**src/rtl/spi_reg_arbiter.sv**
```systemverilog
// Arbitrates a single-ported register file between a SPI slave (one-entry pending slot) and a core port.
// Define SPI_ARB_STARVE_GUARD_EN to let a waiting core win after STARVE_LIMIT consecutive SPI grants.
module spi_reg_arbiter #(
  parameter int ADDR_W       = 3,
  parameter int REG_W        = 8,
  parameter int STARVE_LIMIT = 4
) (
  input  logic              clk,
  input  logic              rstb,
  input  logic              ena,
  input  logic [ADDR_W-1:0] spi_addr,
  input  logic              spi_rd_v,
  input  logic [REG_W-1:0]  spi_wdata,
  input  logic              spi_wr_v,
  output logic [REG_W-1:0]  spi_rdata,
  input  logic              core_req,
  input  logic              core_we,
  input  logic [ADDR_W-1:0] core_addr,
  input  logic [REG_W-1:0]  core_wdata,
  output logic              core_gnt,
  output logic              core_rvalid,
  output logic [REG_W-1:0]  core_rdata,
  output logic              rf_en,
  output logic              rf_we,
  output logic [ADDR_W-1:0] rf_addr,
  output logic [REG_W-1:0]  rf_wdata,
  input  logic [REG_W-1:0]  rf_rdata,
  output logic              ovf
);

  typedef enum logic [2:0] {IDLE, SPI_ACC, SPI_RSP, CORE_ACC, CORE_RSP} state_t;

  state_t              state_reg;
  logic                slot_v_reg;
  logic                slot_we_reg;
  logic [ADDR_W-1:0]   slot_addr_reg;
  logic [REG_W-1:0]    slot_wdata_reg;
  logic                acc_we_reg;
  logic [ADDR_W-1:0]   acc_addr_reg;
  logic [REG_W-1:0]    acc_wdata_reg;
  logic [REG_W-1:0]    spi_rdata_reg;
  logic [REG_W-1:0]    core_rdata_reg;
  logic                ovf_reg;

  logic spi_pulse;
  logic slot_accept;
  logic core_first;
  logic rf_active;

  assign spi_pulse   = spi_wr_v | spi_rd_v;
  // The slot empties at the end of SPI_ACC, so a pulse landing there refills it.
  assign slot_accept = spi_pulse && (!slot_v_reg || (state_reg == SPI_ACC));

`ifdef SPI_ARB_STARVE_GUARD_EN
  localparam int CNT_W = $clog2(STARVE_LIMIT + 2);
  logic [CNT_W-1:0] starve_cnt_reg;
  assign core_first = core_req && (starve_cnt_reg >= CNT_W'(STARVE_LIMIT));
`else
  assign core_first = 1'b0;
`endif

  always_ff @(posedge clk) begin
    if (!rstb) begin
      state_reg      <= IDLE;
      slot_v_reg     <= 1'b0;
      slot_we_reg    <= 1'b0;
      slot_addr_reg  <= '0;
      slot_wdata_reg <= '0;
      acc_we_reg     <= 1'b0;
      acc_addr_reg   <= '0;
      acc_wdata_reg  <= '0;
      spi_rdata_reg  <= '0;
      core_rdata_reg <= '0;
      ovf_reg        <= 1'b0;
`ifdef SPI_ARB_STARVE_GUARD_EN
      starve_cnt_reg <= '0;
`endif
    end else if (ena) begin
      if (slot_accept) begin
        slot_v_reg     <= 1'b1;
        slot_we_reg    <= spi_wr_v;
        slot_addr_reg  <= spi_addr;
        slot_wdata_reg <= spi_wdata;
      end else if (state_reg == SPI_ACC) begin
        slot_v_reg <= 1'b0;
      end
      if (spi_pulse && !slot_accept)
        ovf_reg <= 1'b1;

      case (state_reg)
        IDLE: begin
          if (slot_v_reg && !core_first) begin
            state_reg     <= SPI_ACC;
            acc_we_reg    <= slot_we_reg;
            acc_addr_reg  <= slot_addr_reg;
            acc_wdata_reg <= slot_wdata_reg;
`ifdef SPI_ARB_STARVE_GUARD_EN
            if (core_req && (starve_cnt_reg < CNT_W'(STARVE_LIMIT)))
              starve_cnt_reg <= starve_cnt_reg + 1'b1;
`endif
          end else if (core_req) begin
            state_reg     <= CORE_ACC;
            acc_we_reg    <= core_we;
            acc_addr_reg  <= core_addr;
            acc_wdata_reg <= core_wdata;
`ifdef SPI_ARB_STARVE_GUARD_EN
            starve_cnt_reg <= '0;
`endif
          end
        end
        SPI_ACC:  state_reg <= SPI_RSP;
        SPI_RSP: begin
          if (!acc_we_reg)
            spi_rdata_reg <= rf_rdata;
          state_reg <= IDLE;
        end
        CORE_ACC: state_reg <= CORE_RSP;
        CORE_RSP: begin
          if (!acc_we_reg)
            core_rdata_reg <= rf_rdata;
          state_reg <= IDLE;
        end
        default:  state_reg <= IDLE;
      endcase
    end
  end

  // Strobes decode straight from the state register so ena can mask them without losing the access.
  assign rf_active   = ena && ((state_reg == SPI_ACC) || (state_reg == CORE_ACC));
  assign rf_en       = rf_active;
  assign rf_we       = rf_active && acc_we_reg;
  assign rf_addr     = rf_active ? acc_addr_reg : '0;
  assign rf_wdata    = rf_active ? acc_wdata_reg : '0;
  assign core_gnt    = ena && (state_reg == CORE_ACC);
  assign core_rvalid = ena && (state_reg == CORE_RSP) && !acc_we_reg;
  // Forward the register-file data during the rvalid cycle so data and pulse line up.
  assign core_rdata  = core_rvalid ? rf_rdata : core_rdata_reg;
  assign spi_rdata   = spi_rdata_reg;
  assign ovf         = ovf_reg;

endmodule

```
**config.mk**
```make
export PLATFORM = sky130hd
export DESIGN_NAME = spi_reg_arbiter
export DESIGN_NICKNAME = d
export VERILOG_FILES = /design/src/rtl/spi_reg_arbiter.sv
export SDC_FILE = /design/constraint.sdc
export NUM_CORES = 1
export LEC_CHECK = 0
export CORE_MARGIN = 5
export CORE_UTILIZATION = 45
export DETAILED_ROUTE_END_ITERATION = 10
export PLACE_DENSITY = 0.79
export SLEW_MARGIN = 20
export SYNTH_ARGS = -nofsm -noshare
export SYNTH_HDL_FRONTEND = slang
export SYNTH_SLANG_ARGS = --single-unit
```
**constraint.sdc**
```tcl
create_clock -name clk -period 2.1 [get_ports clk]
set_input_delay 0.315 -clock clk [delete_from_list [all_inputs] [get_ports clk]]
set_output_delay 0.315 -clock clk [all_outputs]
set_load 0.005 [all_outputs]
```
==> out/metrics.cfg, run 1 <==
[pwr]
power.density_nw_per_um2=612
p_int_mw=1.38
leakage_nw=1.32
p_comb_share_pct=18.3
switching_share_pct=25.8
vdd_drop_max_mv=0.487
power_switching_uw=478
p_seq_share_pct=50.3
clkPwrFrac_pct=31.4

[synth]
synthXorXnorAreaFrac_pct=0
synth_fa_ha_area_share_pct=0
synth-seq-cells=45
syn_area_um2=2070
synth_top_family_by_area=compound AO/OA/AOI/OAI gates
synth.area.mux_share_pct=11.6
synth-compound-area-share_pct=20.1
ys_types=27
yosys_warnings=0
yosysSeqAreaShare_pct=43.4
yosys.area_share.simple_pct=19.5
synth_nets=271
syn_avg_cell_area_um2=8.87
syn-instance-count=234

[grt]
antenna_found_initial=0
grt_pass1_vias=1843
grt_use_total_pct=17.9
grt-ovfl-total=0
grt_pass1_wl_um=8860
grt_start_max_net_pins=32

[critical_path]
crit_arrival_ps=1760
worstSetupPathType=reg -> out
end_kind=output port
crit_path_max_fanout=4
start_kind=register
worstPathRequired_ps=1780

[timing]
final-hold-violation-count=0
slew_violations=0
skew_ps=6.63
grt_setup_unrepaired=true
setup_viol=0
period_needed_ps=2070
slew_headroom_pct=51.7
finalSetupTns_ps=0
worst_pin_slew_ps=723
fin_crit_sh_pct=98.7
fmax_ghz=0.482

[final_layout]
syn2layout_area_growth_pct=46.1
diodes=0
fin_cells=363
final_common_cell=clkdlybuf4s50_1
fillCellCount=356
final_core_util_pct=68.7
fin_nets=347
drive_gt1_share_pct=17.0
final_cell_mix=clkdlybuf4s50_1, dfxtp_1, nand2_1

[cts]
clk_latency_ps=300
clockBufferDepth=2
clk_pin_slew_worst_paths_ps=80
cts_tree=yes
ctsRootBufferMaster=clkbuf_8
cts.sinks=45
cts.htree.levels=2
cts_made_buffers=5

[placement]
dpl.cell_count=350
gp_congestion=0.800
dp_hpwl_um=3980
numPortBuffers=68

[die]
start_util_pct=47.0
die_area_um2=6070
dieWidth_um=77.9
io_pins=69
die_y_um=77.9
core-area_um2=4410
rows=24

[detailed_routing]
drc=0
via_count=1919
drt_pass1_iterations=4
drt_iter0_drc=102
route.met3.wl_um=225
vias_per_cell=5.29
wire_per_inst_um=15.2
wl_met1_um=2600
dr_wl_met2_um=2610
dr.max_layer_used=met4
routed_wl_um=5530
postRouteAntennaNets=0

[job]
drv_cap=0

[outcome]
outcome=finished clean

[hold_path]
holdCritPathClass=reg -> reg

==> per-layer routing <==
| layer | global-route usage, % | vias to the layer above |
|---|---|---|
| met5 | 0 | - |
| met4 | 8.28 | 0 |
| met3 | 3.59 | 6 |
| met2 | 28.2 | 42 |
| met1 | 23.6 | 899 |
| li1 | - | 972 |
==> through the flow <==
step	setup slack, ps	hold slack, ps	power (mW)	cell area [µm²]
after floorplan	484	434	1.14	2070
after global placement	-48.1	438	1.28	2840
after detailed placement	-92.3	449	1.28	2840
after CTS	-21.3	467	1.86	2960
after global routing	-47.0	490	1.93	3030
final	27.0	465	1.85	3030
==> synthesized netlist by cell type (all sizes together) <==
cell,n,share of area [%]
a21oi,31,8.0
nand3,16,3.9
dfxtp,45,43
inv,4,0.72
buf,9,2.9
o21ba,1,0.48
o2111ai,1,0.42
mux2i,24,12
nor2b,3,0.90
and2,14,4.2
a31oi,1,0.30
nor3b,1,0.60
o21ai,18,5.8
nor2,1,0.18
o21a,2,0.72
a211oi,12,4.3
and3b,1,0.42
or4b,2,0.97
nor4b,2,1.4
nand2,35,6.3
or3b,1,0.54
clkbuf,10,1.8
==> cells by family (layout without fill, tap and decap cells) <==
kind of cell	count (synthesis)	in the layout
compound gates	66	66
mux	24	24
simple gates	76	76
buf+inv	23	100
flops	45	45
==> timing repair <==
item,4_1_cts,5_1_grt
resized for setup,25,29
pin swaps,1,5
setup endpoints to repair,18,14
hold buffers,0,0
setup buffers,0,3
cloned,2,0
==> power by group through the flow <==
stage / sequential, mW / combinational [mW] / clock, mW
after floorplan: 0.943 / 0.193 / 0
after global placement: 0.949 / 0.327 / 0
after detailed placement: 0.950 / 0.332 / 0
after CTS: 0.931 / 0.336 / 0.588
after global routing: 0.938 / 0.369 / 0.622
final: 0.932 / 0.339 / 0.583
==> worst paths after layout <==
kind / start / end / slack (ps) / depth (start not counted)
worst max-delay path: state_reg[0] / core_rdata[5] / 30 / 6
worst min register to register: ovf / ovf / 460 / 2
worst min-delay path: ovf / ovf / 460 / 2
worst max register to register: slot_v_reg / acc_addr_reg[2] / 410 / 3
==> worst max-delay path, cell delays in order, from the launching register on <==
cell and delay, ps:
dfxtp_2 330, or4b_4 560, buf_6 150, buf_4 130
o21ai_4 110, nand2_1 70, clkbuf_2 110
==> layout make-up <==
class	instances	area, µm²	area share [%]
well taps	52	65.1	2.15
clock inverters	1	5.00	0.165
multi-input cells	166	1120	37.0
inverters	4	15.0	0.495
clock buffers	7	96.3	3.18
repair buffers	88	825	27.2
flip-flops and latches	45	903	29.8
No activity file was read; power rests on OpenSTA's default activity.
==> inputs of run 2 (changes only) <==
Settings changed: PLACE_DENSITY 0.79 to 0.86, RECOVER_POWER from default to 25.
==> run 2 against run 1 <==
First-iteration DRC count grew 110%. Register-to-register slack got worse by 370 ps. Utilization is 1.6 points higher. Global-route usage rose by 2.7 points. Combinational power is 5% higher. Critical endpoint is now core_rdata[3].
==> out/metrics.cfg, run 2 (synthesized netlist as in run 1, its figures left out) <==
[detailed_routing]
postRouteAntennaNets=0  ; unchanged
wire_per_inst_um=16.6  ; +9.3%
vias_per_cell=5.52  ; +4.4%
via_count=2059  ; +7.3%
drt_pass1_iterations=4  ; unchanged
routed_wl_um=6200  ; +12%
drc=0  ; unchanged
drt_iter0_drc=211  ; +110%

[outcome]
outcome=finished clean

[pwr]
p_int_mw=1.38  ; +0.62%
vdd_drop_max_mv=0.355  ; -27%
clkPwrFrac_pct=31.4  ; about the same
power_switching_uw=495  ; +3.6%
leakage_nw=1.36  ; +2.7%
p_comb_share_pct=18.9  ; +0.6 points
finalPower_mw=1.88  ; +1.4%
p_seq_share_pct=49.7  ; -0.6 points
switching_share_pct=26.4  ; +0.56 points
power.density_nw_per_um2=606  ; -0.98%

[job]
drv_cap=0  ; unchanged

[critical_path]
crit_path_max_fanout=4  ; unchanged
crit_arrival_ps=1760  ; about the same
worstSetupPathType=reg -> out
start_kind=register
worstPathRequired_ps=1780  ; about the same
end_kind=output port

[timing]
setup_ws_ps=29.0  ; +2.05 ps
slew_headroom_pct=65.2  ; +14 points
fmax_ghz=0.483  ; about the same
period_needed_ps=2070  ; -2.05 ps
slew_violations=0  ; unchanged
finalSetupTns_ps=0  ; unchanged
skew_ps=9.64  ; +3.01 ps
final-hold-violation-count=0  ; unchanged
setup_viol=0  ; unchanged
timing.hold.ws_ps=455  ; -9.72 ps
worst_pin_slew_ps=522  ; -202 ps
fin_crit_sh_pct=98.6  ; about the same

[cts]
clk_pin_slew_worst_paths_ps=90  ; about the same
cts.sinks=45  ; unchanged
cts_made_buffers=5  ; unchanged
clockBufferDepth=2  ; unchanged
clk_latency_ps=300  ; about the same
holdBufCountCts=0  ; unchanged
cts.htree.levels=2  ; unchanged
cts_tree=yes
ctsRootBufferMaster=clkbuf_8

[die]
die_y_um=77.9  ; unchanged
start_util_pct=47.0  ; unchanged
dieWidth_um=77.9  ; unchanged
die_area_um2=6070  ; unchanged
core-area_um2=4410  ; unchanged
rows=24  ; unchanged
io_pins=69  ; unchanged

[hold_path]
holdCritPathClass=reg -> reg

[grt]
grt_start_max_net_pins=27  ; -16%
grt_pass1_vias=2040  ; +11%
grt_pass1_wl_um=9960  ; +12%
grt_use_total_pct=20.6  ; +2.7 points
grt-ovfl-total=0  ; unchanged
antenna_found_initial=0  ; unchanged

[final_layout]
final_common_cell=clkdlybuf4s50_1
diodes=0  ; unchanged
syn2layout_area_growth_pct=49.6
fin_nets=357  ; +2.9%
drive_gt1_share_pct=21.5  ; +4.5 points
final_cell_mix=clkdlybuf4s50_1, dfxtp_1, nand2_1
stdcell_area_um2=3100  ; +2.4%

[placement]
gp_congestion=0.830  ; +3.8%
numPortBuffers=68  ; unchanged
dp_hpwl_um=4080  ; +2.3%
dp_slack_ps=-63.1  ; +29.2 ps
place_area_um2=2860  ; +0.79%

run 2: path summary, 6_finish.rpt:
path,from,end,slack (ps),cells after the start
worst min register to register,ovf,ovf,460,2
worst max-delay path,state_reg[0],core_rdata[3],30,5
worst max register to register,state_reg[0],core_rdata_reg[1],40,11
worst min-delay path,ovf,ovf,460,2
run 2: power groups by stage:
stage          sequential, mW  combinational, mW  clock, mW
3_5_place_dp            0.951              0.337          0
3_3_place_gp            0.950              0.329          0
4_1_cts                 0.932              0.345      0.593
2_1_floorplan           0.943              0.193          0
5_1_grt                 0.940              0.385      0.639
6_report                0.934              0.355      0.591
run 2: cell type report:
cell class                      instances  area [µm²]
Sequential cell                        45         905
Clock buffer                            7        96.3
Clock inverter                          1        5.00
Tap cell                               52        65.1
Fill cell                             328        1310
Multi-Input combinational cell        166        1110
Timing Repair Buffer                   98         901
Inverter                                4        18.8
run 2: layer usage:
| metal | wire length, µm | global-route usage [%] | vias up |
|---|---|---|---|
| li1 | - | - | 996 |
| met1 | 2590 | 24.7 | 971 |
| met4 | 206 | 10.3 | 0 |
| met3 | 344 | 5.09 | 23 |
| met5 | 0 | 0 | - |
| met2 | 3060 | 34.1 | 69 |
run 2: metrics by stage:
step	util (%)	instances
final	70.3	373
after global routing	70.3	373
after CTS	69.6	374
after global placement	64.7	353
after detailed placement	64.7	353
after floorplan	-	234
run 2: critical path, stage by stage, from the launching register on:
cell and delay, ps:
dfxtp_2 330, or4b_4 560, buf_6 160, o21ai_4 150, nand2_1 110, clkbuf_2 130
run 2: timing repair:
action	4_1_cts	5_1_grt
buffers inserted	11	2
pin swaps	2	5
cloned	2	0
endpoints found under the setup margin	21	15
gates resized for setup	35	30
==> inputs of run 3 (changes only) <==
Settings changed: CORE_UTILIZATION 45 to 25, PLACE_DENSITY 0.86 to 0.56, TNS_END_PERCENT from default to 10.
==> run 3 against run 2 <==
Global-route usage down 9.6 points. Utilization down 32 points. Clock power is 34% higher. Sequential share of layout area decreased by 0.16 points. Flip-flop and latch count unchanged. Final cell count increased by 12%. Power rose by 10%.
==> out/metrics.cfg, run 3 (synthesized netlist as in run 1, its figures left out) <==
[grt]
antenna_found_initial=0  ; unchanged
grt_pass1_vias=1843  ; -9.7%
grt_use_total_pct=11.0  ; -9.6 points
grt_pass1_wl_um=9000  ; -9.6%
grt_start_max_net_pins=32  ; +19%
grt-ovfl-total=0  ; unchanged

[die]
core-area_um2=8130  ; +84%
die_y_um=101  ; +30%
die_area_um2=10200  ; +68%
rows=33  ; +38%
io_pins=69  ; unchanged
dieWidth_um=101  ; +30%
start_util_pct=25.5  ; -21 points

[final_layout]
syn2layout_area_growth_pct=50.0
final_common_cell=dfxtp_1
final_core_util_pct=38.3  ; -32 points
diodes=0  ; unchanged
fin_nets=348  ; -2.5%
fin_cells=417  ; +12%
fillCellCount=821  ; +150%
drive_gt1_share_pct=17.0  ; -4.5 points
stdcell_area_um2=3110  ; +0.28%
final_cell_mix=dfxtp_1, clkdlybuf4s50_1, nand2_1

[detailed_routing]
routed_wl_um=5730  ; -7.7%
drt_iter0_drc=54  ; -74%
drc=0  ; unchanged
via_count=1896  ; -7.9%
vias_per_cell=4.55  ; -18%
drt_pass1_iterations=4  ; unchanged
postRouteAntennaNets=0  ; unchanged
wire_per_inst_um=13.7  ; -17%

[timing]
setup_viol=0  ; unchanged
fin_crit_sh_pct=99.7  ; +1.1 points
timing.hold.ws_ps=461  ; +5.88 ps
fmax_ghz=0.478  ; -1.1%
skew_ps=9.55  ; -0.0887 ps
worst_pin_slew_ps=582  ; +60.4 ps
slew_headroom_pct=61.2  ; -4.0 points
slew_violations=0  ; unchanged
grt_setup_unrepaired=true
period_needed_ps=2090  ; +22.7 ps
final-hold-violation-count=0  ; unchanged

[cts]
clockBufferDepth=2  ; unchanged
cts_tree=yes
clk_pin_slew_worst_paths_ps=90  ; about the same
clk_latency_ps=300  ; about the same
cts_made_buffers=5  ; unchanged
cts.htree.levels=2  ; unchanged
ctsRootBufferMaster=clkbuf_8
cts.sinks=45  ; unchanged

[critical_path]
cp_slowest_cell=or4b_4
start_kind=register
end_kind=output port
cpPeakStageDelay_ps=550  ; about the same
worstSetupPathType=reg -> out
crit_path_max_fanout=5  ; +1
worstPathRequired_ps=1780  ; about the same
path_cells=or4b_4 -> buf_6 -> buf_8 -> o21ai_2 -> nand2_1 -> clkbuf_2
crit_buf_inv=3  ; +1
crit_family=simple AND/OR/NAND/NOR gates
crit_arrival_ps=1780  ; +20 ps

[placement]
numPortBuffers=68  ; unchanged
place_area_um2=2960  ; +3.6%
gp_congestion=0.806  ; -2.9%
dpl.cell_count=406  ; +15%
dp_hpwl_um=4340  ; +6.5%

[pwr]
leakage_nw=1.33  ; -2.3%
vdd_drop_max_mv=0.240  ; -32%
power.density_nw_per_um2=664  ; +9.7%

[outcome]
outcome=finished clean

[job]
drv_cap=0  ; unchanged

[hold_path]
holdCritPathClass=reg -> reg

[run 3: worst paths after layout]
| check | start | to | slack, ps | depth (start not counted) |
|---|---|---|---|---|
| setup / recovery | acc_we_reg | core_rdata[5] | 6 | 6 |
| hold / removal | ovf | ovf | 460 | 2 |
| setup reg to reg | state_reg[1] | acc_wdata_reg[6] | 480 | 5 |
| hold reg to reg | ovf | ovf | 460 | 2 |
[run 3: layout make-up]
class                      count  area [µm²]  share of cell area (%)
clock buffer                   5        68.8                    2.21
clock inverter                 3        68.8                    2.21
inverter                       4        15.0                   0.483
multi-input combinational    166        1080                    34.7
sequential                    45         902                    29.0
tap                          105         131                    4.22
timing repair buffer          89         847                    27.2
[run 3: layer usage]
metal	vias up	track usage [%]	part of all wire [%]
li1	977	-	-
met1	876	14.4	46
met2	34	17.6	48
met3	9	2.15	4.0
met4	0	4.40	2.1
met5	-	0	0
[run 3: per-stage QoR]
step / setup slack [ps] / power, mW / setup TNS (ps)
after floorplan: 484 / 1.14 / 0
after detailed placement: -51.1 / 1.31 / -503
after global routing: -52.7 / 2.16 / -221
final: 6.31 / 2.07 / 0
after CTS: -157 / 2.10 / -650
after global placement: -28.7 / 1.30 / -314
[run 3: what timing repair did]
item,4_1_cts,5_1_grt
setup endpoints to repair,21,12
cloned,1,0
pin swaps,3,11
resized for setup,27,27
setup buffers,1,1
hold buffers,0,0
[run 3: worst reg2reg max path: stages (launching register included)]
cell,delay [ps]
dfxtp_1,320
buf_4,180
nor3b_2,200
clkbuf_1,480
a21oi_1,130
a211oi_1,230
[run 3: where the power goes]
| part | switching, mW | internal, mW |
|---|---|---|
| clock network | 0.310 | 0.479 |
| registers | 0.0266 | 0.903 |
| logic | 0.166 | 0.182 |
